$ cat src/rtl/regfile_write_arbiter.sv
// ---------------------------------------------------------------------------
// regfile_write_arbiter
//
// Shares the single register-file write port between three requesters:
//   WB  - ALU/load writeback
//   UPD - base-register update
//   PC  - next-PC write (always to r(NREGS-1))
// Also holds the per-register pending (scoreboard) bits and produces the
// issue-stage hazard stall.
//
// Arbitration: WB > UPD > PC by default. A requester refused for MAX_WAIT
// consecutive cycles becomes urgent and jumps above WB (UPD before PC).
// PC is ineligible while pending[NREGS-1] is set.
//
// Ports
//   i_clk, i_reset_n                      clock, async active-low reset
//   i_wb_valid/o_wb_ready/i_wb_addr/i_wb_data      WB request channel
//   i_upd_valid/o_upd_ready/i_upd_addr/i_upd_data  UPD request channel
//   i_pc_valid/o_pc_ready/i_pc_data                PC request channel
//   i_sb_set, i_sb_set_addr               mark a register pending
//   i_chk_en[3:0] = {dest,src3,src2,src1}, i_chk_*   hazard check addresses
//   o_stall                               combinational hazard
//   o_rf_we/o_rf_waddr/o_rf_wdata         registered write port
//   o_pending                             registered scoreboard bits
// ---------------------------------------------------------------------------
module regfile_write_arbiter #(
  parameter int DATA_W   = 32,
  parameter int NREGS    = 16,
  parameter int ADDR_W   = 4,
  parameter int MAX_WAIT = 4
) (
  input  logic              i_clk,
  input  logic              i_reset_n,
  // writeback requester
  input  logic              i_wb_valid,
  output logic              o_wb_ready,
  input  logic [ADDR_W-1:0] i_wb_addr,
  input  logic [DATA_W-1:0] i_wb_data,
  // base-register update requester
  input  logic              i_upd_valid,
  output logic              o_upd_ready,
  input  logic [ADDR_W-1:0] i_upd_addr,
  input  logic [DATA_W-1:0] i_upd_data,
  // next-PC requester
  input  logic              i_pc_valid,
  output logic              o_pc_ready,
  input  logic [DATA_W-1:0] i_pc_data,
  // scoreboard set from issue
  input  logic              i_sb_set,
  input  logic [ADDR_W-1:0] i_sb_set_addr,
  // hazard check
  input  logic [3:0]        i_chk_en,
  input  logic [ADDR_W-1:0] i_chk_src1,
  input  logic [ADDR_W-1:0] i_chk_src2,
  input  logic [ADDR_W-1:0] i_chk_src3,
  input  logic [ADDR_W-1:0] i_chk_dest,
  output logic              o_stall,
  // register file write port
  output logic              o_rf_we,
  output logic [ADDR_W-1:0] o_rf_waddr,
  output logic [DATA_W-1:0] o_rf_wdata,
  output logic [NREGS-1:0]  o_pending
);

  localparam int              CNT_W   = 4;
  localparam logic [CNT_W-1:0] MAX_C   = CNT_W'(MAX_WAIT);
  localparam logic [ADDR_W-1:0] PC_ADDR = ADDR_W'(NREGS - 1);

  typedef enum logic [1:0] {
    GNT_NONE = 2'd0,
    GNT_WB   = 2'd1,
    GNT_UPD  = 2'd2,
    GNT_PC   = 2'd3
  } gnt_e;

  logic [CNT_W-1:0]  r_wait_upd;
  logic [CNT_W-1:0]  r_wait_pc;
  logic [NREGS-1:0]  r_pending;
  logic              r_rf_we;
  logic [ADDR_W-1:0] r_rf_waddr;
  logic [DATA_W-1:0] r_rf_wdata;

  gnt_e              w_gnt;
  logic              w_gnt_any;
  logic [ADDR_W-1:0] w_gnt_addr;
  logic [DATA_W-1:0] w_gnt_data;
  logic              w_pc_elig;
  logic              w_upd_urgent;
  logic              w_pc_urgent;
  logic [CNT_W-1:0]  w_wait_upd_nxt;
  logic [CNT_W-1:0]  w_wait_pc_nxt;
  logic [NREGS-1:0]  w_pending_nxt;
  logic              w_stall;

  // PC may not write while a PC-writing op is still in flight.
  assign w_pc_elig    = i_pc_valid && !r_pending[PC_ADDR];
  assign w_upd_urgent = i_upd_valid && (r_wait_upd == MAX_C);
  assign w_pc_urgent  = w_pc_elig && (r_wait_pc == MAX_C);

  // -------------------------------------------------------------------------
  // Grant selection
  // -------------------------------------------------------------------------
  always_comb begin
    w_gnt = GNT_NONE;
    if (w_upd_urgent) begin
      w_gnt = GNT_UPD;
    end else if (w_pc_urgent) begin
      w_gnt = GNT_PC;
    end else if (i_wb_valid) begin
      w_gnt = GNT_WB;
    end else if (i_upd_valid) begin
      w_gnt = GNT_UPD;
    end else if (w_pc_elig) begin
      w_gnt = GNT_PC;
    end
  end

  always_comb begin
    w_gnt_addr = '0;
    w_gnt_data = '0;
    case (w_gnt)
      GNT_WB: begin
        w_gnt_addr = i_wb_addr;
        w_gnt_data = i_wb_data;
      end
      GNT_UPD: begin
        w_gnt_addr = i_upd_addr;
        w_gnt_data = i_upd_data;
      end
      GNT_PC: begin
        w_gnt_addr = PC_ADDR;
        w_gnt_data = i_pc_data;
      end
      default: begin
        w_gnt_addr = '0;
        w_gnt_data = '0;
      end
    endcase
  end

  assign w_gnt_any   = (w_gnt != GNT_NONE);
  assign o_wb_ready  = (w_gnt == GNT_WB);
  assign o_upd_ready = (w_gnt == GNT_UPD);
  assign o_pc_ready  = (w_gnt == GNT_PC);

  // -------------------------------------------------------------------------
  // Starvation counters
  // -------------------------------------------------------------------------
  always_comb begin
    w_wait_upd_nxt = r_wait_upd;
    if (!i_upd_valid || (w_gnt == GNT_UPD)) begin
      w_wait_upd_nxt = '0;
    end else if (r_wait_upd != MAX_C) begin
      w_wait_upd_nxt = r_wait_upd + 1'b1;
    end
  end

  // While PC is ineligible the count freezes rather than clearing, so a PC
  // request that was already starving keeps its standing once eligible.
  always_comb begin
    w_wait_pc_nxt = r_wait_pc;
    if (!i_pc_valid || (w_gnt == GNT_PC)) begin
      w_wait_pc_nxt = '0;
    end else if (w_pc_elig && (r_wait_pc != MAX_C)) begin
      w_wait_pc_nxt = r_wait_pc + 1'b1;
    end
  end

  // -------------------------------------------------------------------------
  // Scoreboard: clear the granted register first, then apply the issue set so
  // that a same-cycle clear and set leaves the register pending.
  // -------------------------------------------------------------------------
  always_comb begin
    w_pending_nxt = r_pending;
    if (w_gnt_any) begin
      w_pending_nxt[w_gnt_addr] = 1'b0;
    end
    if (i_sb_set) begin
      w_pending_nxt[i_sb_set_addr] = 1'b1;
    end
  end

  // Stall looks only at registered pending; a grant in this cycle does not
  // release a hazard until the write is visible on the register file.
  always_comb begin
    w_stall = 1'b0;
    if (i_chk_en[0] && r_pending[i_chk_src1]) w_stall = 1'b1;
    if (i_chk_en[1] && r_pending[i_chk_src2]) w_stall = 1'b1;
    if (i_chk_en[2] && r_pending[i_chk_src3]) w_stall = 1'b1;
    if (i_chk_en[3] && r_pending[i_chk_dest]) w_stall = 1'b1;
  end

  assign o_stall = w_stall;

  // -------------------------------------------------------------------------
  // State registers
  // -------------------------------------------------------------------------
  always_ff @(posedge i_clk or negedge i_reset_n) begin
    if (!i_reset_n) begin
      r_wait_upd <= '0;
      r_wait_pc  <= '0;
      r_pending  <= '0;
    end else begin
      r_wait_upd <= w_wait_upd_nxt;
      r_wait_pc  <= w_wait_pc_nxt;
      r_pending  <= w_pending_nxt;
    end
  end

  // Address/data hold their last value when idle; only rf_we qualifies them.
  always_ff @(posedge i_clk or negedge i_reset_n) begin
    if (!i_reset_n) begin
      r_rf_we    <= 1'b0;
      r_rf_waddr <= '0;
      r_rf_wdata <= '0;
    end else begin
      r_rf_we <= w_gnt_any;
      if (w_gnt_any) begin
        r_rf_waddr <= w_gnt_addr;
        r_rf_wdata <= w_gnt_data;
      end
    end
  end

  assign o_rf_we    = r_rf_we;
  assign o_rf_waddr = r_rf_waddr;
  assign o_rf_wdata = r_rf_wdata;
  assign o_pending  = r_pending;

endmodule

$ cat config.mk
export PLATFORM = sky130hd
export DESIGN_NAME = regfile_write_arbiter
export DESIGN_NICKNAME = d
export VERILOG_FILES = /design/src/rtl/regfile_write_arbiter.sv
export SDC_FILE = /design/constraint.sdc
export NUM_CORES = 1
export LEC_CHECK = 0
export CAP_MARGIN = 20
export CELL_PAD_IN_SITES_DETAIL_PLACEMENT = 0
export CELL_PAD_IN_SITES_GLOBAL_PLACEMENT = 2
export CORE_ASPECT_RATIO = 1.5
export CORE_MARGIN = 2
export CORE_UTILIZATION = 26
export DETAILED_ROUTE_END_ITERATION = 8
export HOLD_SLACK_MARGIN = 0.05
export PLACE_DENSITY = 0.88
export SYNTH_ARGS = -nofsm -noshare
export SYNTH_HDL_FRONTEND = slang
export SYNTH_SLANG_ARGS = --single-unit
$ cat constraint.sdc
create_clock -name i_clk -period 3.9 [get_ports i_clk]
set_input_delay 0.78 -clock i_clk [delete_from_list [all_inputs] [get_ports i_clk]]
set_output_delay 0.78 -clock i_clk [all_outputs]
set_load 0.03 [all_outputs]
==> impl_metrics.json, run 1 <==
{
  "timing.final.hold_violations": 0,
  "synthArstFlopShare_pct": 100,
  "setup.worst_path.start_class": "primary input",
  "slew_viol_final": 0,
  "wl_met3_um": 695,
  "multi_input_area_um2": 2100,
  "cts_resized": 1,
  "seq_area_um2": 1530,
  "placed_cell_area_um2": 5860,
  "layout_min_cycle_time_ns": 3.73,
  "most_frequent_cell_after_synthesis": "sky130_fd_sc_hd__dfrtp_1",
  "critical-path-top-delay-family": "buffers and inverters",
  "drt-pass1-iter-count": 6,
  "cts.clk_slew.worst_paths_ns": 0.05,
  "timing.critical_path.required_ns": 3.12,
  "number_of_vias_in_the_routed_layout": 3402,
  "drt_drc_violations_left": 0,
  "cell_type_with_the_largest_total_area_after_synthesis": "sky130_fd_sc_hd__dfrtp_1",
  "post_synth_inst_count": 278,
  "num_rows": 53,
  "mappedNetlistArea_um2": 3710,
  "timing.max_slew.rel_slack_pct": 34.9,
  "max-vdd-ir-drop_uv": 205,
  "worst_pin_slew_ns": 0.977,
  "timing.setup.critical_path_class": "in -> out",
  "synth_largest_type_area_fraction_pct": 41.1,
  "worstSkewPairLatency_ns": 0.33,
  "synthesized_net_count": 416,
  "die_w_um": 102,
  "fillerInstances": 1313,
  "cts.path.max_buffers": 2,
  "wire_per_inst_um": 20.4,
  "first_iter_violations": 120,
  "die-area_um2": 15300,
  "grt_first_pass_wirelength_mm": 20.5,
  "ys_types": 43,
  "clock.fmax_mhz": 268,
  "weighted_congestion_reported_at_the_end_of_routability_driven_placement": 0.897,
  "design.final.nets": 616,
  "dominantRegCellSynth": "sky130_fd_sc_hd__dfrtp_1",
  "outcome": "finished clean",
  "floorplan.die.height_um": 150,
  "cts_hold_buf": 0,
  "tritoncts_num_sinks": 61,
  "cts_inserted_buffers": 9,
  "worst_r2r_path_depth": 8,
  "port_buffers": 190,
  "part_of_the_yosys_area_used_for_sequential_elements_pct": 41.1,
  "final.setup.tns_ns": 0,
  "ys_warn_count": 0,
  "htree_num_levels": 3,
  "wl_met2_mm": 7.66,
  "cp.arrival_ns": 2.95,
  "io_pins": 191,
  "layout.cell_area.non_filler_um2": 6160,
  "wl_met1_mm": 4.91,
  "tritoncts": "done",
  "syn2layout_area_growth_pct": 66.1,
  "detail-route-antenna-nets": 0,
  "core_area_um2": 14000,
  "antenna_found_initial": 0,
  "hold_depth": 1,
  "final_core_utilization_pct": 44.0,
  "grt_pass1_vias": 3810,
  "crit_path_end_kind": "output port",
  "timing.critical_path.slowest_stage_cell": "sky130_fd_sc_hd__clkdlybuf4s50_1",
  "pin_count_of_the_biggest_net_entering_global_routing": 43,
  "power-per-cell-area_nw_per_um2": 445,
  "drive_gt1_share_pct": 16.0,
  "timing.critical_path.depth": 7,
  "detail_route.vias_per_cell": 5.05,
  "finalNonFillerCells": 674,
  "drt_wl_total_mm": 13.7,
  "clock_tree.root_cell": "sky130_fd_sc_hd__clkbuf_16",
  "finalClockSkew_ns": 0.00804,
  "synth-edff-count": 0,
  "path_max_fanout": 3,
  "routed.top_layer": "met4",
  "rsz0062_at_grt": "false",
  "critPathMaxStageDelay_ns": 0.56,
  "report.final.setup_viol": 0,
  "timing.critical_path.buf_inv": 2,
  "hold_path_class": "reg -> reg",
  "antennaDiodeCount": 0,
  "synth_area_per_cell_um2": 13.3,
  "fin_crit_sh_pct": 95.5,
  "synth_commonest_cells": "sky130_fd_sc_hd__dfrtp_1 (61), sky130_fd_sc_hd__mux4_2 (48), sky130_fd_sc_hd__nor2_1 (23), sky130_fd_sc_hd__nand2_1 (22), sky130_fd_sc_hd__a22o_1 (15)",
  "power.leakage_nw": 2.38,
  "placedCellCount": 659,
  "synth_top_cells_by_area": "sky130_fd_sc_hd__dfrtp_1 (41%), sky130_fd_sc_hd__mux4_2 (29%), sky130_fd_sc_hd__a22o_1 (3.5%), sky130_fd_sc_hd__nor2_1 (2.3%), sky130_fd_sc_hd__nand2_1 (2.2%)",
  "initial_core_utilization_pct": 26.5,
  "grtUsageTotal_pct": 17.9,
  "postCtsSetupRepairBufs": 0,
  "critical_path.cell_chain": "clkdlybuf4s50_1 > mux4_2 > and4b_1 > nor4_1 > and3_1 > nand4_1 > dlygate4sd2_1",
  "yosys_register_bits": 61,
  "globalRoute.totalOverflow": 0,
  "drv.max_cap_violation_count": 0,
  "place_hpwl_mm": 11.0
}
## cell families (layout without fill, tap and decap cells)
kind of cell / count (synthesis) / after routing / share of synthesized area (%)
AND/OR/NAND/NOR: 85 / 85 / 12.1
flip-flops: 61 / 61 / 41.1
multiplexers: 54 / 54 / 30.8
AO/OA/AOI/OAI: 51 / 51 / 10.7
buffers and inverters: 18 / 222 / 2.63
XOR/XNOR: 5 / 5 / 1.18
adder cells (fa/ha/maj): 4 / 4 / 1.35
## metrics by stage
stage / setup WS [ns] / power (W) / hold WS, ns
floorplan: 0.982 / 0.00142 / 0.451
global placement: -0.0756 / 0.00193 / 0.466
detailed placement: -0.0748 / 0.00195 / 0.490
CTS: 0.162 / 0.00277 / 0.498
global route: 0.0625 / 0.00287 / 0.544
finish: 0.174 / 0.00274 / 0.492
## area by class of cell
cell class | count | area share [%]
multi-input combinational | 199 | 34.0
timing repair buffer | 200 | 32.0
sequential | 61 | 24.8
clock buffer | 12 | 4.16
tap | 192 | 3.90
clock inverter | 3 | 0.731
inverter | 7 | 0.426
## state kept, by name (all words and copies together) (netlist names)
signal      cells
o_rf_wdata     32
o_pending      16
o_rf_waddr      4
r_wait_pc       4
r_wait_upd      4
o_rf_we         1
## report_power, final
part           total, W  internal [W]  switching [W]
logic           0.00105      0.000552       0.000494
clock network  0.000805      0.000525       0.000279
registers      0.000893      0.000749       0.000143
total           0.00274       0.00183       0.000917
## worst paths after layout
kind | startpoint | end | slack (ns)
max in group asynchronous | i_reset_n | r_wait_upd[0] | 2.44
worst min register to register | r_wait_upd[0] | r_wait_upd[0] | 0.49
min in group asynchronous | i_reset_n | o_rf_wdata[26] | 0.59
worst max register to register | r_wait_pc[0] | o_pending[2] | 1.32
worst max-delay path | i_chk_src1[0] | o_stall | 0.17
worst min-delay path | r_wait_upd[0] | r_wait_upd[0] | 0.49
## cell usage in the layout (no fill, tap or decap), drive strengths merged, types with 2 or more instances in the layout
master / n
a211o: 3
a21o: 2
a21oi: 6
a221o: 2
a22o: 15
a32o: 2
a32oi: 3
and3: 3
and4b: 2
buf: 11
clkbuf: 12
clkdlybuf4s50: 188
clkinvlp: 2
dfrtp: 61
ha: 4
inv: 7
mux2: 2
mux2i: 4
mux4: 48
nand2: 22
nand3: 5
nand3b: 5
nand4: 5
nand4b: 4
nor2: 23
nor2b: 7
nor4bb: 3
o211ai: 2
o21ai: 10
xnor2: 2
xor2: 3
## metal layers
metal / up-vias / GRT usage (%)
met2: 142 / 32.6
met5: - / 0
met1: 1707 / 19.4
met3: 34 / 4.36
met4: 0 / 7.57
li1: 1519 / -
Note: power is estimated with default switching activity, not from simulation.
==> run 2: changes to the inputs <==
- RECOVER_POWER: unset -> 25
==> impl_metrics.json, run 2 (same netlist as run 1, synthesis figures left out) <==
{
  "report.final.setup_viol": 0,
  "violations": "max-capacitance violations, max-slew violations",
  "floorplan.die.height_um": 150,
  "hold_start": "r_wait_upd[0]",
  "grt_pass1_vias": 3810,
  "worst_r2r_path_depth": 8,
  "drive_gt1_share_pct": 15.8,
  "power-per-cell-area_nw_per_um2": 445,
  "rsz0062_at_grt": "false",
  "grtUsageTotal_pct": 17.9,
  "hold_path_class": "reg -> reg",
  "crit_path_end_kind": "output port",
  "drt-pass1-iter-count": 6,
  "peak_usage_layer_in_the_global_routing_report": "met2",
  "pin_count_of_the_biggest_net_entering_global_routing": 43,
  "critical_path_source": "i_chk_src1[0]",
  "multi_input_area_um2": 2100,
  "layout_min_cycle_time_ns": 3.73,
  "port_buffers": 190,
  "seq_area_um2": 1530,
  "power.leakage_nw": 2.37,
  "mostFrequentLayoutCell": "sky130_fd_sc_hd__clkdlybuf4s50_1",
  "groute.layer.met1.usage_pct": 19.4,
  "timing.setup.critical_path_class": "in -> out",
  "detail_route.vias_per_cell": 5.05,
  "fin_crit_sh_pct": 95.5,
  "regToRegStartpoint": "r_wait_pc[0]",
  "largest_reg_flops": 32,
  "weighted_congestion_reported_at_the_end_of_routability_driven_placement": 0.897,
  "outcome": "finished with violations",
  "number_of_vias_in_the_routed_layout": 3403,
  "cts.path.max_buffers": 2,
  "placedCellCount": 659,
  "use_met3_pct": 4.36,
  "layout_common_cells": "sky130_fd_sc_hd__clkdlybuf4s50_1 (188), sky130_fd_sc_hd__dfrtp_1 (61), sky130_fd_sc_hd__mux4_2 (48)",
  "worst_hold_slack_ns": 0.492,
  "timing.final.ws_setup_ns": 0.174,
  "setup.worst_path.start_class": "primary input",
  "cp.arrival_ns": 2.95,
  "clock.fmax_mhz": 268,
  "die_w_um": 102,
  "detail-route-antenna-nets": 0,
  "syn2layout_area_growth_pct": 66.0,
  "fillerInstances": 1312,
  "timing.critical_path.required_ns": 3.12,
  "hold_depth": 1,
  "place_hpwl_mm": 11.0,
  "tritoncts_num_sinks": 61,
  "drv.max_cap_violation_count": 1,
  "num_rows": 53,
  "slew_viol_final": 42,
  "io_pins": 191,
  "core_area_um2": 14000,
  "cts.clk_slew.worst_paths_ns": 0.05,
  "finalNonFillerCells": 674,
  "placement.setup.worst_slack_ns": -0.0748,
  "drt_drc_violations_left": 0,
  "globalRoute.totalOverflow": 0,
  "path_max_fanout": 3,
  "grt.met2_usage_pct": 32.6,
  "design.final.nets": 616,
  "die-area_um2": 15300,
  "max-vdd-ir-drop_uv": 205,
  "postCtsSetupRepairBufs": 0,
  "tritoncts": "done",
  "cts_inserted_buffers": 9,
  "antenna_found_initial": 0,
  "antennaDiodeCount": 0,
  "initial_core_utilization_pct": 26.5,
  "worstSkewPairLatency_ns": 0.33,
  "grt_first_pass_wirelength_mm": 20.5,
  "htree_num_levels": 3,
  "finalClockSkew_ns": 0.00804,
  "clock_tree.root_cell": "sky130_fd_sc_hd__clkbuf_16",
  "worst_pin_slew_ns": 2.33,
  "drt_wl_total_mm": 13.7,
  "final.setup.tns_ns": 0,
  "timing.final.hold_violations": 0,
  "timing.max_slew.rel_slack_pct": -55.1,
  "wire_per_inst_um": 20.4,
  "first_iter_violations": 120
}
-- run 2: critical path: stages --
cell and delay [ns]:
sky130_fd_sc_hd__clkdlybuf4s50_1 0.56, sky130_fd_sc_hd__mux4_2 0.52, sky130_fd_sc_hd__and4b_1 0.20, sky130_fd_sc_hd__nor4_1 0.26, sky130_fd_sc_hd__and3_1 0.18, sky130_fd_sc_hd__nand4_1 0.08, sky130_fd_sc_hd__dlygate4sd2_1 0.36
-- run 2: report_power, final --
| group | switching [W] | internal (W) | total [W] | leakage [nW] |
|---|---|---|---|---|
| registers | 0.000143 | 0.000749 | 0.000893 | 0.726 |
| clock network | 0.000280 | 0.000525 | 0.000805 | 0.141 |
| logic | 0.000494 | 0.000552 | 0.00105 | 1.51 |
-- run 2: metal layers --
layer / part of all wire, % / vias to the layer above
met5: 0 / -
met4: 3.4 / 0
met3: 5.1 / 34
met2: 56 / 142
met1: 36 / 1708
li1: - / 1519
-- run 2: final timing paths --
| path | to | slack [ns] |
|---|---|---|
| setup / recovery | o_stall | 0.17 |
| hold / removal | r_wait_upd[0] | 0.49 |
| setup reg to reg | o_pending[2] | 1.32 |
| hold reg to reg | r_wait_upd[0] | 0.49 |
| max in group asynchronous | r_wait_upd[3] | 1.21 |
| min in group asynchronous | o_rf_wdata[26] | 1.13 |
-- run 2: what timing repair did --
item | 4_1_cts | 5_1_grt
setup endpoints to repair | 1 | 0
hold buffers | 0 | 0
gates resized for setup | 1 | 0
-- run 2: through the flow --
stage	cell area (µm²)	util (%)	power, W
3_3_place_gp	5860	41.9	0.00193
6_report	6160	44.0	0.00274
4_1_cts	6160	44.0	0.00277
5_1_grt	6160	44.0	0.00287
3_5_place_dp	5860	41.9	0.00195
2_1_floorplan	3710	-	0.00142
-- run 2: layout make-up --
cell class	count	area share, %
clock inverter	3	0.731
tap	192	3.90
multi-input combinational	199	34.1
clock buffer	12	4.16
timing repair buffer	200	31.9
sequential	61	24.8
inverter	7	0.427
